$ cat config.mk
export PLATFORM = sky130hd
export DESIGN_NAME = round_robin_mux_arbiter
export DESIGN_NICKNAME = d
export VERILOG_FILES = /design/src/rtl/round_robin_mux_arbiter.sv
export SDC_FILE = /design/constraint.sdc
export NUM_CORES = 1
export LEC_CHECK = 0
export ABC_AREA = 1
export CAP_MARGIN = 20
export CORE_AREA = 2 2 54 56
export DETAILED_ROUTE_END_ITERATION = 7
export DIE_AREA = 0 0 56 58
export PLACE_DENSITY = 0.82
export SLEW_MARGIN = 30
export SYNTH_ARGS = -nofsm -noshare
export SYNTH_HDL_FRONTEND = slang
export SYNTH_SLANG_ARGS = --single-unit
export TNS_END_PERCENT = 50
$ cat constraint.sdc
create_clock -name clk -period 2.35 [get_ports clk]
set_clock_uncertainty 0.1 [all_clocks]
set_input_delay 0.47 -clock clk [delete_from_list [all_inputs] [get_ports clk]]
set_output_delay 0.47 -clock clk [all_outputs]
set_load 0.02 [all_outputs]
$ cat src/rtl/round_robin_mux_arbiter.sv
// Purpose: four-way round-robin arbiter that muxes the owner's data word onto a
//          single valid/ready output, with bounded bursts per grant.
// Latency: one cycle from request to grant; one idle cycle after every release.
// Backpressure: out_ready low holds the owner, beat count and sel; no ack is issued.
//
// Ports:
//   clk, reset         single clock, synchronous active-high reset
//   req[3:0]           per-requester request
//   data[4*WIDTH-1:0]  requester i word at [i*WIDTH +: WIDTH]
//   out_ready          consumer accepts the word this cycle
//   out_valid/out_data word of the current owner (data is 0 while idle)
//   sel, grant         registered owner address and one-hot owner (0 when idle)
//   ack[3:0]           one-hot, set in the cycle requester i's word is transferred
module round_robin_mux_arbiter #(
    parameter int WIDTH     = 8,
    parameter int MAX_BURST = 4
) (
    input  logic               clk,
    input  logic               reset,
    input  logic [3:0]         req,
    input  logic [4*WIDTH-1:0] data,
    input  logic               out_ready,
    output logic               out_valid,
    output logic [WIDTH-1:0]   out_data,
    output logic [1:0]         sel,
    output logic [3:0]         grant,
    output logic [3:0]         ack
);

    // Four bits cover the whole legal burst range 1..15.
    localparam int             CW      = 4;
    localparam logic [CW-1:0]  MAX_CNT = CW'(MAX_BURST);

    typedef enum logic {
        IDLE  = 1'b0,
        GRANT = 1'b1
    } state_t;

    state_t        state_q, state_d;
    logic [1:0]    sel_q, sel_d;
    logic [1:0]    last_q, last_d;
    logic [3:0]    grant_q, grant_d;
    logic [CW-1:0] count_q, count_d;

    logic [1:0]    winner;
    logic [1:0]    idx;
    logic          xfer;

    // Rotating priority: scan last+1, last+2, last+3, last. Walking the offsets
    // from farthest to nearest lets the nearest set request overwrite the rest.
    always_comb begin
        winner = last_q;
        idx    = last_q;
        for (int k = 4; k >= 1; k--) begin
            idx = last_q + k[1:0];
            if (req[idx]) begin
                winner = idx;
            end
        end
    end

    assign out_valid = (state_q == GRANT) && req[sel_q];
    assign out_data  = (state_q == GRANT) ? data[sel_q*WIDTH +: WIDTH] : '0;

    // A reset cycle never transfers, even if the owner is ready mid-burst.
    assign xfer = out_valid && out_ready && !reset;
    assign ack  = xfer ? (4'b0001 << sel_q) : 4'b0000;

    assign sel   = sel_q;
    assign grant = grant_q;

    always_comb begin
        state_d = state_q;
        sel_d   = sel_q;
        last_d  = last_q;
        grant_d = grant_q;
        count_d = count_q;
        case (state_q)
            IDLE: begin
                grant_d = 4'b0000;
                if (|req) begin
                    state_d = GRANT;
                    sel_d   = winner;
                    grant_d = 4'b0001 << winner;
                    count_d = '0;
                end
            end
            GRANT: begin
                // Release when the owner withdraws or its burst is used up;
                // the owner becomes lowest priority for the next arbitration.
                if (!req[sel_q] || (xfer && (count_q + 4'd1 == MAX_CNT))) begin
                    state_d = IDLE;
                    grant_d = 4'b0000;
                    last_d  = sel_q;
                    count_d = '0;
                end else if (xfer) begin
                    count_d = count_q + 4'd1;
                end
            end
            default: begin
                state_d = IDLE;
                grant_d = 4'b0000;
            end
        endcase
    end

    always_ff @(posedge clk) begin
        if (reset) begin
            state_q <= IDLE;
            sel_q   <= 2'd0;
            last_q  <= 2'd3;
            grant_q <= 4'b0000;
            count_q <= '0;
        end else begin
            state_q <= state_d;
            sel_q   <= sel_d;
            last_q  <= last_d;
            grant_q <= grant_d;
            count_q <= count_d;
        end
    end

endmodule

==> results of run 1 <==
==> cell usage in the layout (no fill, tap or decap), drive strengths merged <==
cell	instances
clkinv	2
nand3	32
dlygate4sd2	6
o211ai	2
ha	1
inv	15
dfxtp	13
o31ai	1
clkbuf	5
xor2	1
a22oi	8
nand2	51
nand4	2
nor3	2
a31oi	8
clkdlybuf4s15	2
buf	21
clkdlybuf4s50	44
a21oi	8
nor2	17
o21ai	4
==> cell families after synthesis <==
family          count (synthesis)  synth area share
buf+inv                        24             0.102
fa+ha+maj                       1            0.0119
flops                          13             0.247
xor+xnor                        1           0.00832
compound gates                 31             0.187
simple gates                  104             0.444
==> layer usage <==
metal	GRT usage	up-vias
li1	-	734
met1	0.261	635
met2	0.345	25
met3	0.0223	5
met4	0.0306	0
met5	0	-
==> power breakdown <==
part | leakage (uW) | switching (uW) | internal (uW) | total [uW]
clock | 0.0000150 | 74.0 | 65.8 | 140
sequential | 0.000107 | 38.0 | 252 | 290
combinational | 0.000660 | 356 | 283 | 639
total | 0.000781 | 468 | 601 | 1070
==> stage by stage <==
stage | TNS [ns] | util | cells
final | 0 | 0.661 | 276
after global routing | -0.00645 | 0.661 | 276
after CTS | 0 | 0.655 | 276
after detailed placement | -2.05 | 0.656 | 272
after global placement | -1.78 | 0.656 | 272
after floorplan | 0 | - | 174
==> what timing repair did <==
action | 4_1_cts | 5_1_grt
hold endpoints to repair | 0 | 0
pin swaps | 0 | 1
setup endpoints to repair | 13 | 8
resized for setup | 28 | 9
==> area by class of cell <==
class,count,share of cell area
multi-input cells,137,0.398
repair buffers,74,0.380
flip-flops and latches,13,0.149
inverters,17,0.0370
well taps,31,0.0220
clock buffers,4,0.0149
==> state kept, by name (all words and copies together), names as in the netlist <==
name and count:
count_q 4, grant 4, last_q 2, sel 2, state_q 1
==> tightest hold or removal path: stages, from the launching register on <==
cell and delay [ns]:
dfxtp_1 0.31, nand2_1 0.06, a21oi_1 0.05
==> how the worst max path moves through the flow <==
stage | start | end | cells after the start | slack [ns]
3_5_place_dp | req[3] | ack[0] | 8 | -0.45
6_report | req[3] | ack[0] | 8 | 0.09
5_1_grt | sel[0]$_SDFFE_PP0P_ | out_data[5] | 6 | -0.006
4_1_cts | req[2] | ack[1] | 8 | 0.007
2_1_floorplan | sel[0]$_SDFFE_PP0P_ | ack[0] | 8 | 0.10
3_3_place_gp | req[2] | ack[0] | 8 | -0.40
==> metrics, run 1 <==
Initial Utilization 0.395; PD cells 608 nW/um2; Syn Inst Count 174; final wirelength 3200 um; placed inst area 1750 um2; worst path required time 1.78 ns; first-pass GRT wire length 5260 um; slowest CP cell clkdlybuf4s50_1; final setup fails 0; Core ar. 2660 um2; vias per cell 5.07; Top Metal Used met4; met3 routed WL 67 um; Post-synth top cells nand2_1, nand3_1, nor2_1; ys flop type dfxtp_1; Syn-to-layout area delta 67.2%; fin area 1760 um2; Remaining DRCs 0; hold worst-path end count_q[3]$_SDFFE_PP0P_; row cnt 19; Vias 1,399; Post-CTS Setup Bufs 0; Routability Congestion 0.798; r2r startpoint sel[0]$_SDFFE_PP0P_; CP max FO 4; post-synth top area cell dfxtp_1; crit end category primary output; Synth Area per Inst 6.05 um2; WHS 0.360 ns; CTS tree done; total power 1070 uW; Setup Crit Path Kind input pin to primary output; Routed Antenna Nets 0; number of distinct library cells after synthesis 28; Synth Cell Area 1050 um2; Hold Fails Final Rpt 0; Yosys warning count 0; hold path cells 2; Post-CTS Hold Buffers 0; Critical R2R Capture count_q[2]$_SDFFE_PP0P_; critical path arrival 1.69 ns; Place WS -0.450 ns; Worst setup SP type input pin; top-count cell post-synth nand2_1; drt wl/cell 11.6 um; Die Y 58 um; metal1 wirelength 1550 um; sequential area share after synthesis 0.247; max incr delay on CP 0.47 ns; grt total ovfl 0; CTS Buf Count 3; H-tree Lvls 1; Peak supply drop 0.459 mV; status complete, no violations; critical path, cell by cell clkdlybuf4s50_1, nand3_1, nand4_2, nand2_2, nor2_4, inv_2, nor3_2, buf_2; clock-pin slew on the worst setup and hold paths 0.07 ns; Fillers 261; first-pass detailed-route iteration total 4; main area contributors after synthesis dfxtp_1, nand2_1, nand3_1; Max Slew Vio Count 0; clock tree buffer depth 2; Reg2Reg Depth 13; Syn Nets 214; Sequential Area 262 um2; Slew headroom 0.809; Chip Width 56 um; CTS Sinks 13; EDFF count, synth 0; fin worst setup slack 0.0885 ns; flop2flop setup slack 0.62 ns; crit path buf inv count 3; Clock Latency Late Sink 0.28 ns; # port buffers 57; unrepaired setup endpoints after global routing true; share of synthesized registers carrying an async set or reset 0; layout net count 286; post-synth top area share 0.247; layout cell share with drive strength beyond 1 0.167; Initial DRC Count 45; die area 3250 um2; largest net degree at the start of global routing 19; fmax 442 MHz; slew of the pin with the lowest slew margin 0.284 ns; hold wc startpoint count_q[3]$_SDFFE_PP0P_; Final period util 0.962; detailed placement HPWL 2530 um; multi-input logic area 699 um2; number of antenna violations at the first check in global routing 0; number of global-route vias before repair 1,233; Hold WC Path Type flop to flop; Leak 0.000781 uW; Max-Cap Viols 0; Antenna Diode Count 0; min Tclk post-route 2.26 ns; WL met2 1560 um; io pins 58; CP delay by family, top buffers and inverters; Yosys reg bits 13; GRT Total Usage 0.195; CTS root buf clkbuf_4
Power figures use the tool's default switching activity.
==> run 2: changes to the inputs <==
--- a/config.mk
+++ b/config.mk
@@ -6,7 +6,7 @@
 export NUM_CORES = 1
 export LEC_CHECK = 0
 export ABC_AREA = 1
-export CAP_MARGIN = 20
+export CAP_MARGIN = 10
 export CORE_AREA = 2 2 54 56
 export DETAILED_ROUTE_END_ITERATION = 7
 export DIE_AREA = 0 0 56 58
==> results of run 2 <==
The final DEF is identical to that of run 1; final timing and power are the same.
==> run 3: changes to the inputs <==
--- a/config.mk
+++ b/config.mk
@@ -5,12 +5,11 @@
 export SDC_FILE = /design/constraint.sdc
 export NUM_CORES = 1
 export LEC_CHECK = 0
-export ABC_AREA = 1
-export CAP_MARGIN = 10
+export CAP_MARGIN = 20
 export CORE_AREA = 2 2 54 56
 export DETAILED_ROUTE_END_ITERATION = 7
 export DIE_AREA = 0 0 56 58
-export PLACE_DENSITY = 0.82
+export PLACE_DENSITY = 0.81
 export SLEW_MARGIN = 30
 export SYNTH_ARGS = -nofsm -noshare
 export SYNTH_HDL_FRONTEND = slang
==> run 3 against run 2 <==
Compared with the run above: combinational power fell by 46%; sequential power decreased by 12%; via count fell by 17%; synthesized cell count down 33%; flip-flop and latch count stayed put; area after synthesis fell by 1.7%; worst setup slack got worse by 0.047 ns; count of clock-buffer cells in the layout is the same; critical path type unchanged.
==> metrics, run 3 <==
status complete, no violations; Initial Utilization 0.389; Max-Cap Viols 0; Hold Fails Final Rpt 0; largest net degree at the start of global routing 14; flop2flop setup slack 0.57 ns; first-pass detailed-route iteration total 4; critical path arrival 1.74 ns; Remaining DRCs 0; fmax 433 MHz; Final TNS setup 0 ns; Initial DRC Count 21; Critical R2R Capture last_q[1]$_SDFFE_PP1P_; number of distinct library cells after synthesis 40; slew of the pin with the lowest slew margin 0.353 ns; sequential area share after synthesis 0.252; CP delay by family, top buffers and inverters; # port buffers 57; Antenna Diode Count 0; r2r startpoint count_q[0]$_SDFFE_PP0P_; post-synth top area cell dfxtp_1; vias per cell 5.36; Chip Width 56 um; layout cell share with drive strength beyond 1 0.267; Fillers 217; Routed Antenna Nets 0; clock tree buffer depth 2; ys flop type dfxtp_1; Yosys reg bits 13; first-pass GRT wire length 5120 um; most common cell after layout, fill and taps aside clkdlybuf4s50_1; CTS Sinks 13; layout net count 228; CP max FO 4; Post-CTS Setup Bufs 0; Post-CTS Hold Buffers 0; WHS 0.373 ns; CTS tree done; top-count cell post-synth dfxtp_1; Max Slew Vio Count 0; Setup Crit Path Kind input pin to primary output; Leak 0.000688 uW; crit path buf inv count 2; Yosys warning count 0; Slew headroom 0.763; Routability Congestion 0.791; H-tree Lvls 1; die area 3250 um2; Peak supply drop 0.427 mV; unrepaired setup endpoints after global routing true; io pins 58; slowest CP cell clkdlybuf4s50_1; Die Y 58 um; share of synthesized registers carrying an async set or reset 0; final setup fails 0; number of antenna violations at the first check in global routing 0; PD cells 431 nW/um2; hold worst-path end grant[0]$_SDFFE_PP0P_; Syn-to-layout area delta 67.5%; Synth Area per Inst 8.84 um2; drt wl/cell 14.5 um; clock-pin slew on the worst setup and hold paths 0.08 ns; CTS root buf clkbuf_4; most frequent cells in the layout clkdlybuf4s50_1, buf_4, nand2_1, dfxtp_1; final core utilization 0.651; crit end category primary output; critical path, cell by cell clkdlybuf4s50_1, mux2i_2, o22ai_4, nand2_2, nor3b_2, buf_4; Vias 1,168; Reg2Reg Depth 5; CTS Buf Count 3; Post-synth top cells dfxtp_1, nand2_1, nor2_1; Hold WC Path Type flop to flop; GRT Total Usage 0.202; min Tclk post-route 2.31 ns; post-synth top area share 0.252; number of global-route vias before repair 1,166; Syn Inst Count 117; EDFF count, synth 0; row cnt 19; Core ar. 2660 um2; detailed placement HPWL 2580 um; Worst setup SP type input pin; grt total ovfl 0; worst path required time 1.78 ns; Synth Cell Area 1030 um2; Final period util 0.982; final wirelength 3170 um; max incr delay on CP 0.51 ns; Clock Latency Late Sink 0.29 ns; Syn Nets 157; hold path cells 1; main area contributors after synthesis dfxtp_1, mux4_2, and2_1; hold wc startpoint grant[0]$_SDFFE_PP0P_
-- run 3: worst register-to-register path: stages, from the launching register on --
cell and delay, ns:
dfxtp_1 0.39, ha_1 0.22, nor4bb_1 0.34, nor2b_1 0.21, o21ai_0 0.12, a211o_1 0.30
-- run 3: per-stage QoR --
step | instances | area (um2) | setup slack (ns) | power, uW
2_1_floorplan | 117 | 1030 | -0.0902 | 443
3_3_place_gp | 214 | 1740 | -0.467 | 610
3_5_place_dp | 214 | 1740 | -0.626 | 620
4_1_cts | 218 | 1770 | -0.0254 | 761
5_1_grt | 218 | 1730 | -0.0191 | 797
6_report | 218 | 1730 | 0.0416 | 746
-- run 3: final cells by class --
class	instances	area, um2	area share
clock buffers	4	26.3	0.0152
inverters	3	11.3	0.00650
multi-input cells	93	748	0.432
flip-flops and latches	13	263	0.152
well taps	31	38.8	0.0224
repair buffers	74	646	0.373
-- run 3: kinds of logic after synthesis --
| logic type | Yosys count | share of synthesized area |
|---|---|---|
| compound gates | 23 | 0.166 |
| mux | 12 | 0.221 |
| flops | 13 | 0.252 |
| buf+inv | 11 | 0.0520 |
| fa+ha+maj | 1 | 0.0121 |
| simple gates | 57 | 0.297 |
-- run 3: worst max-delay path by stage --
stage / endpoint / start / slack [ns] / cells after the start
final: ack[2] / req[0] / 0.04 / 6
after global routing: ack[2] / req[2] / -0.02 / 6
after CTS: out_data[6] / data[22] / -0.03 / 4
after detailed placement: ack[2] / req[1] / -0.63 / 6
after global placement: ack[2] / req[1] / -0.47 / 6
after floorplan: ack[2] / sel[0]$_SDFFE_PP0P_ / -0.09 / 5
-- run 3: report_power, final --
| group | total [uW] | internal [uW] | switching [uW] |
|---|---|---|---|
| combinational | 347 | 196 | 150 |
| sequential | 256 | 237 | 18.8 |
| clock | 144 | 66.2 | 77.6 |
| total | 746 | 499 | 247 |
-- run 3: repair_timing --
action,in CTS,in global routing
endpoints found under the hold margin,0,0
gates resized for setup,51,11
setup endpoints to repair,13,11
pin swaps,1,0
cloned,0,0
-- run 3: routing by layer --
layer  vias up  GRT usage  wire, um  part of all wire
met4         0     0.0612        38             0.012
li1        575          -         -                 -
met2        61      0.343      1490              0.47
met5         -          0         0                 0
met3         3     0.0491       309             0.097
met1       529      0.256      1340              0.42
